===== src/rtl/bcd_hex6_display_if.sv =====
// Digit/control inputs and segment outputs between a BCD source and the
// six-digit seven-segment display driver.
interface bcd_hex6_display_if;
   logic       load;
   logic [3:0] digit_6;
   logic [3:0] digit_5;
   logic [3:0] digit_4;
   logic [3:0] digit_3;
   logic [3:0] digit_2;
   logic [3:0] digit_1;
   logic       lz_blank_en;
   logic [5:0] blink_mask;
   logic       lamp_test;
   logic [6:0] hex5;
   logic [6:0] hex4;
   logic [6:0] hex3;
   logic [6:0] hex2;
   logic [6:0] hex1;
   logic [6:0] hex0;
   logic       shown_valid;

   modport master (
      output load, digit_6, digit_5, digit_4, digit_3, digit_2, digit_1,
             lz_blank_en, blink_mask, lamp_test,
      input  hex5, hex4, hex3, hex2, hex1, hex0, shown_valid
   );

   modport slave (
      input  load, digit_6, digit_5, digit_4, digit_3, digit_2, digit_1,
             lz_blank_en, blink_mask, lamp_test,
      output hex5, hex4, hex3, hex2, hex1, hex0, shown_valid
   );
endinterface


===== src/rtl/bcd_hex6_display.sv =====
// Six-digit BCD display driver: latches digits on load and drives registered,
// active-low segments with leading-zero blanking, blink and lamp test.
module bcd_hex6_display #(
   parameter int unsigned BLINK_DIV = 25000000,
   parameter int unsigned CNT_W     = 25
) (
   input  logic              clk,
   input  logic              rst_n,
   bcd_hex6_display_if.slave bus
);

   localparam logic [6:0]       SEG_OFF  = 7'b1111111;
   localparam logic [6:0]       SEG_ALL  = 7'b0000000;
   localparam logic [6:0]       SEG_DASH = 7'b0111111;
   localparam logic [CNT_W-1:0] CNT_MAX  = CNT_W'(BLINK_DIV - 1);
   localparam logic [CNT_W-1:0] CNT_ONE  = CNT_W'(1);

   function automatic logic [6:0] encode(input logic [3:0] v);
      case (v)
         4'd0:    encode = 7'b1000000;
         4'd1:    encode = 7'b1111001;
         4'd2:    encode = 7'b0100100;
         4'd3:    encode = 7'b0110000;
         4'd4:    encode = 7'b0011001;
         4'd5:    encode = 7'b0010010;
         4'd6:    encode = 7'b0000010;
         4'd7:    encode = 7'b1111000;
         4'd8:    encode = 7'b0000000;
         4'd9:    encode = 7'b0010000;
         default: encode = SEG_DASH;
      endcase
   endfunction

   logic [5:0][3:0] digits_in;
   logic [5:0][3:0] digits_q, digits_d;
   logic            shown_valid_q, shown_valid_d;
   logic [CNT_W-1:0] cnt_q, cnt_d;
   logic            phase_q, phase_d;
   logic [5:0][6:0] hex_q, hex_d;

   assign digits_in = {bus.digit_6, bus.digit_5, bus.digit_4,
                       bus.digit_3, bus.digit_2, bus.digit_1};

   always_comb begin
      digits_d      = bus.load ? digits_in : digits_q;
      shown_valid_d = shown_valid_q | bus.load;
   end

   // Idle mask parks the prescaler so a newly blinking digit starts visible.
   always_comb begin
      cnt_d   = cnt_q;
      phase_d = phase_q;
      if (bus.blink_mask == 6'd0) begin
         cnt_d   = '0;
         phase_d = 1'b0;
      end else if (cnt_q == CNT_MAX) begin
         cnt_d   = '0;
         phase_d = ~phase_q;
      end else begin
         cnt_d = cnt_q + CNT_ONE;
      end
   end

   // NOTE: every variable gets a default at the top of the block so no path
   // leaves it unassigned, which would otherwise infer a latch.
   always_comb begin
      logic leading;
      hex_d   = '0;
      leading = 1'b1;
      for (int k = 5; k >= 0; k--) begin
         leading = leading && (digits_q[k] == 4'd0);
         if (bus.lamp_test)
            hex_d[k] = SEG_ALL;
         else if (!shown_valid_q)
            hex_d[k] = SEG_OFF;
         else if (bus.lz_blank_en && leading && (k != 0))
            hex_d[k] = SEG_OFF;
         else if (phase_q && bus.blink_mask[k])
            hex_d[k] = SEG_OFF;
         else
            hex_d[k] = encode(digits_q[k]);
      end
   end

   // NOTE: state registers use non-blocking assignments so all flops sample
   // their _d values from the same pre-edge state.
   always_ff @(posedge clk or negedge rst_n) begin
      if (!rst_n) begin
         digits_q      <= '0;
         shown_valid_q <= 1'b0;
         cnt_q         <= '0;
         phase_q       <= 1'b0;
         hex_q         <= {6{SEG_OFF}};
      end else begin
         digits_q      <= digits_d;
         shown_valid_q <= shown_valid_d;
         cnt_q         <= cnt_d;
         phase_q       <= phase_d;
         hex_q         <= hex_d;
      end
   end

   assign bus.hex5        = hex_q[5];
   assign bus.hex4        = hex_q[4];
   assign bus.hex3        = hex_q[3];
   assign bus.hex2        = hex_q[2];
   assign bus.hex1        = hex_q[1];
   assign bus.hex0        = hex_q[0];
   assign bus.shown_valid = shown_valid_q;

endmodule


===== src/flat_wrapper.sv =====
// flat-port wrapper written by rule: the top's interface ports become plain ports
module bcd_hex6_display_flat 
#(
   parameter int unsigned BLINK_DIV = 25000000,
   parameter int unsigned CNT_W     = 25
)
  (clk, rst_n, bus_load, bus_digit_6, bus_digit_5, bus_digit_4, bus_digit_3, bus_digit_2, bus_digit_1, bus_lz_blank_en, bus_blink_mask, bus_lamp_test, bus_hex5, bus_hex4, bus_hex3, bus_hex2, bus_hex1, bus_hex0, bus_shown_valid);
  bcd_hex6_display_if bus_i ();
  input  logic clk;
  input  logic rst_n;
  input wire logic [$bits(bus_i.load)-1:0] bus_load;
  input wire logic [$bits(bus_i.digit_6)-1:0] bus_digit_6;
  input wire logic [$bits(bus_i.digit_5)-1:0] bus_digit_5;
  input wire logic [$bits(bus_i.digit_4)-1:0] bus_digit_4;
  input wire logic [$bits(bus_i.digit_3)-1:0] bus_digit_3;
  input wire logic [$bits(bus_i.digit_2)-1:0] bus_digit_2;
  input wire logic [$bits(bus_i.digit_1)-1:0] bus_digit_1;
  input wire logic [$bits(bus_i.lz_blank_en)-1:0] bus_lz_blank_en;
  input wire logic [$bits(bus_i.blink_mask)-1:0] bus_blink_mask;
  input wire logic [$bits(bus_i.lamp_test)-1:0] bus_lamp_test;
  output wire logic [$bits(bus_i.hex5)-1:0] bus_hex5;
  output wire logic [$bits(bus_i.hex4)-1:0] bus_hex4;
  output wire logic [$bits(bus_i.hex3)-1:0] bus_hex3;
  output wire logic [$bits(bus_i.hex2)-1:0] bus_hex2;
  output wire logic [$bits(bus_i.hex1)-1:0] bus_hex1;
  output wire logic [$bits(bus_i.hex0)-1:0] bus_hex0;
  output wire logic [$bits(bus_i.shown_valid)-1:0] bus_shown_valid;
  assign bus_i.load = bus_load;
  assign bus_i.digit_6 = bus_digit_6;
  assign bus_i.digit_5 = bus_digit_5;
  assign bus_i.digit_4 = bus_digit_4;
  assign bus_i.digit_3 = bus_digit_3;
  assign bus_i.digit_2 = bus_digit_2;
  assign bus_i.digit_1 = bus_digit_1;
  assign bus_i.lz_blank_en = bus_lz_blank_en;
  assign bus_i.blink_mask = bus_blink_mask;
  assign bus_i.lamp_test = bus_lamp_test;
  assign bus_hex5 = bus_i.hex5;
  assign bus_hex4 = bus_i.hex4;
  assign bus_hex3 = bus_i.hex3;
  assign bus_hex2 = bus_i.hex2;
  assign bus_hex1 = bus_i.hex1;
  assign bus_hex0 = bus_i.hex0;
  assign bus_shown_valid = bus_i.shown_valid;
  bcd_hex6_display #(.BLINK_DIV(BLINK_DIV), .CNT_W(CNT_W)) u_core (.clk(clk), .rst_n(rst_n), .bus(bus_i));
endmodule

===== config.mk =====
export PLATFORM = sky130hd
export DESIGN_NAME = bcd_hex6_display_flat
export DESIGN_NICKNAME = d
export VERILOG_FILES = /design/src/rtl/bcd_hex6_display_if.sv /design/src/rtl/bcd_hex6_display.sv /design/src/flat_wrapper.sv
export SDC_FILE = /design/constraint.sdc
export NUM_CORES = 1
export LEC_CHECK = 0
export CAP_MARGIN = 10
export CELL_PAD_IN_SITES_DETAIL_PLACEMENT = 0
export CELL_PAD_IN_SITES_GLOBAL_PLACEMENT = 1
export CORE_ASPECT_RATIO = 1.5
export CORE_MARGIN = 2
export CORE_UTILIZATION = 41
export DETAILED_ROUTE_END_ITERATION = 6
export GPL_TIMING_DRIVEN = 0
export PLACE_DENSITY = 0.77
export SLEW_MARGIN = 25
export SYNTH_ARGS = -nofsm -noshare
export SYNTH_HDL_FRONTEND = slang
export SYNTH_SLANG_ARGS = --single-unit

===== constraint.sdc =====
create_clock -name clk -period 2.2 [get_ports clk]
set_input_delay 0.22 -clock clk [delete_from_list [all_inputs] [get_ports clk]]
set_output_delay 0.22 -clock clk [all_outputs]
set_load 0.01 [all_outputs]

* Yosys cells after proc, flatten, opt, wreduce, memory -nomap -nowiden
Memories as Yosys holds them, arrays and structs flattened.
Index checks and enable logic that the tools add are counted.
** Word-level totals
- Register bits :: 93
- Latch bits :: 0
- Memory bits (writable) :: 0
- Memory bits (read-only) :: 672
- Bits of input ports :: 35
- Output and inout port bits :: 43
- Memories :: 6
** Memories
- (no name shown) :: depth 16, width 7, read ports 1, clocked after memory_dff 0, write ports 0, line bcd_hex6_display.sv:19 : case (v)
- (no name shown) :: depth 16, width 7, read ports 1, clocked after memory_dff 0, write ports 0, line bcd_hex6_display.sv:19
- (no name shown) :: depth 16, width 7, read ports 1, clocked after memory_dff 0, write ports 0, line bcd_hex6_display.sv:19
- (no name shown) :: depth 16, width 7, read ports 1, clocked after memory_dff 0, write ports 0, line bcd_hex6_display.sv:19
- (no name shown) :: depth 16, width 7, read ports 1, clocked after memory_dff 0, write ports 0, line bcd_hex6_display.sv:19
- (no name shown) :: depth 16, width 7, read ports 1, clocked after memory_dff 0, write ports 0, line bcd_hex6_display.sv:19
** Operators by class
- Add/subtract/negate cells :: 1
- Multiply operators :: 0
- Divide/modulo/power cells :: 0
- $lt $le $gt $ge :: 0
- Eq/ne operators :: 1
- Shift-type cells :: 0
- Multiplexer cells :: 27
- Bitwise logic cells :: 2
- Reductions and logical operators :: 22
** Operator list (number)
- 2-to-1 mux 7 bit :: 23
- 2-to-1 mux 25 bit :: 2
- adder 25 x 1 -> 25 bit, second input constant :: 1
- equality test 25 bit, second input constant :: 1
- logical NOT 4 bit :: 5
- logical AND 1 bit :: 15
- logical NOT 6 bit :: 1
- 2-to-1 mux 1 bit :: 2
- nonzero test 2 bit :: 1
- inverter 1 bit :: 1
- OR 1 bit :: 1

* Logic depth before layout (Yosys ltp)
- Word-level depth :: 9
- Depth in mapped cells :: 7

* Worst setup path before layout
Ideal clock, no wire load.
- Path type :: reg2reg
- From :: register u_core.cnt_q[0]
- To :: register u_core.cnt_q[18]
- Setup time :: 0.157 ns
- Data arrival time :: 1.809 ns
- Required time :: 2.043 ns
- Path slack :: 0.234 ns
- Cell stages (with the launch flop) :: 8
- Buffers on the path :: 2
- Clock period less this slack :: 1.966 ns
- Cells stage by stage :: dfrtp_1 ha_1 and2_1 clkbuf_1 nand4_1 nor3_1 clkbuf_1 a211oi_1
** On the way
- Longest elaborated chain between the ends :: 3
** Ends and longest elaborated chain
- from (decl) :: line bcd_hex6_display.sv:37 : logic [CNT_W-1:0] cnt_q, cnt_d;
- from (signal assigned) :: line bcd_hex6_display.sv:97 : cnt_q <= cnt_d;
- adder 25 x 1 -> 25 bit or equality test 25 bit (tied branches) :: line bcd_hex6_display.sv:60, bcd_hex6_display.sv:56
- 2-to-1 mux 25 bit (*) :: line bcd_hex6_display.sv:56 : end else if (cnt_q == CNT_MAX) begin
- 2-to-1 mux 25 bit (*) :: line bcd_hex6_display.sv:53 : if (bus.blink_mask == 6'd0) begin
- net u_core.cnt_d[18] :: line bcd_hex6_display.sv:37
Mark *: on every way through the listed nets, which the timed path passes. The rest lies on a longest branch.
A chain may end at the register's enable or synchronous reset.

* Worst setup path after layout
- From :: register u_core.cnt_q[7]
- To :: register u_core.cnt_q[24]
Same word-level chain as after synthesis.

==> results <==
## logic make-up (layout without fill, tap and decap cells)
family / after synthesis / in the layout / synth area share [%]
flops: 93 / 93 / 49.3
fa+ha+maj: 31 / 31 / 8.04
buf+inv: 51 / 147 / 4.02
xor+xnor: 14 / 14 / 2.54
compound gates: 130 / 130 / 15.1
mux: 13 / 13 / 2.98
simple gates: 162 / 162 / 18.0
## power by group
part / internal (W) / switching [W] / leakage [nW]
Combinational: 0.000558 / 0.000587 / 1.31
Clock: 0.000943 / 0.000654 / 0.148
Sequential: 0.00205 / 0.000260 / 1.05
Total: 0.00355 / 0.00150 / 2.50
## per-layer routing
layer  global-route usage (%)  wire length [µm]  up-vias
met5                        0                 0        -
met4                     6.72               223        0
met3                     3.25               442       18
met2                     36.5              6360       78
met1                     22.1              4600     1899
li1                         -                 -     1911
## flip-flops by register name, summed over array words and instances (netlist names)
name,flops
u_core.bus.hex1,7
u_core.bus.hex5,7
u_core.cnt_q,25
u_core.bus.hex4,7
u_core.digits_q,24
u_core.bus.hex3,7
u_core.bus.hex2,7
u_core.phase_q,1
u_core.bus.hex0,7
u_core.bus.shown_valid,1
## path summary, 6_finish.rpt
check	from	to	slack (ns)
worst min register to register	u_core.cnt_q[0]	u_core.cnt_q[0]	0.49
worst max register to register	u_core.cnt_q[7]	u_core.cnt_q[24]	0.13
max in group asynchronous	rst_n	u_core.bus.hex1[5]	1.24
worst min-delay path	bus_lamp_test	u_core.bus.hex3[6]	0.25
worst max-delay path	u_core.cnt_q[7]	u_core.cnt_q[24]	0.13
min in group asynchronous	rst_n	u_core.cnt_q[22]	0.32
## what timing repair did
item	CTS	global route
hold endpoints to repair	21	0
buffers inserted	2	1
endpoints found under the setup margin	52	41
pin swaps	1	1
hold buffers	1	0
gates resized for setup	7	14
## cells in the final DEF, fill, tap and decap left out, types with 21 or more instances in the layout
master,count
clkdlybuf4s50_1,74
a21oi_1,59
nand2_1,48
inv_1,23
ha_1,31
dfstp_2,42
nor2_1,21
dfrtp_1,48
clkbuf_1,22
o21ai_0,42
## stage by stage
stage	power [W]	cells	TNS, ns
detailed placement	0.00346	720	-15.97
finish	0.00505	740	0
global placement	0.00342	719	-198.71
CTS	0.00508	739	0
floorplan	0.00298	494	0
global route	0.00534	740	0
## layout make-up
class,count,area (µm²),share of cell area (%)
Buffer,28,118,1.89
Clock buffer,11,253,4.07
Clock inverter,5,58.8,0.947
Inverter,23,86.3,1.39
Multi-Input combinational cell,350,2310,37.2
Sequential cell,93,2380,38.4
Tap cell,150,188,3.02
Timing Repair Buffer,80,812,13.1
==> flow_metrics.tcl <==
set metrics [dict create \
    synth_top_cell_by_area "dfrtp_1" \
    clock_sinks 93 \
    drt-initial-drc-count 114 \
    peakVddDrop_mv 0.420 \
    grt_pass1_wl_um 19100 \
    std_cell_rows 48 \
    place_area_um2 5790 \
    start_kind "register" \
    finalInstanceArea_um2 6210 \
    synth_warnings 0 \
    die_h_um 137 \
    first_global_vias 3929 \
    die-area_um2 12700 \
    synth_top_area_share_pct 26.4 \
    routedWlPerCell_um 15.7 \
    io_buffers 75 \
    cellPowerDensity_nw_per_um2 813 \
    cp_num_cells 5 \
    ff2ff_path_depth 5 \
    grt_max_degree 66 \
    min_period_ns 2.07 \
    coreArea_um2 11500 \
    worst_pin_slew_ns 0.649 \
    layout-drive-gt1-share_pct 16.9 \
    rsz0062_at_grt "true" \
    dp_slack_ns -0.570 \
    synth-edff-count 0 \
    syn_inst 494 \
    drc_errors 0 \
    ys_types 44 \
    cts_buffer_depth 2 \
    root_buffer "clkbuf_16" \
    grt-ovfl-total 0 \
    synth_nets 560 \
    crit_family "simple AND/OR/NAND/NOR gates" \
    maxSlewHeadroom_pct 56.7 \
    cpMaxStageDelayCell "or4_4" \
    synth.avg_cell_area_um2 9.77 \
    hold_viol 0 \
    ant_nets 0 \
    skew_ns 0.00633 \
    leakage_nw 2.50 \
    synthTopCellsByArea "dfrtp_1 26%, dfstp_2 23%, ha_1 8.0%, a21oi_1 6.1%, o21ai_0 4.4%" \
    outcome "complete, no violations" \
    drtPass1Iterations 6 \
    nNetsFinal 651 \
    routed_wl_um 11600 \
    crit_type "register to register" \
    die_x_um 92.6 \
    final_core_utilization_pct 54.2 \
    hold_slack_ns 0.247 \
    clock_latency_ns 0.34 \
    min_path_cells 2 \
    report.final.slew_viol_count 0 \
    ys_ff_latch 93 \
    fin_ws_ns 0.131 \
    ys_seq_area_share_pct 49.3 \
    synthFlopType "dfrtp_1" \
    cts_made_buffers 9 \
    min_period_over_period_pct 94.1 \
    max_stage_delay_ns 0.56 \
    clk_pin_slew_ns 0.07 \
    cp.arrival_ns 2.33 \
    hold_class "input port to register" \
    crit_path_cell_trace "clkbuf_4 -> nand4_4 -> or4_4 -> or4_1 -> a211oi_2" \
    critPathMaxFanout 10 \
    fmax_ghz 0.483 \
    synth_commonest_cells "59 x a21oi_1, 51 x dfrtp_1, 49 x nand2_1, 42 x dfstp_2, 42 x o21ai_0" \
    diodes 0 \
    antenna_found_initial 0 \
    syn-cell-area_um2 4830 \
    async_flop_share_pct 100 \
    io_pins 78 \
    worst_setup_path_end_kind "register" \
    num_vias 3906 \
    worstPathRequired_ns 2.46 \
    gp_congestion 0.930 \
    fillers 1055 \
    grt_use_total_pct 19.4 \
    htreeDepth 3 \
    cts_tree "done" \
    synthToLayoutAreaGrowth_pct 28.7 \
    initial_core_util_pct 42.1 \
    synth_most_common_cell "a21oi_1" \
    hpwl_um 8630 \
    setup_violations 0 \
    routed_via_density 5.28 \
    cp_num_buf_inv 1 \
    drv_cap 0 \
]
No activity file was read; power rests on OpenSTA's default activity.
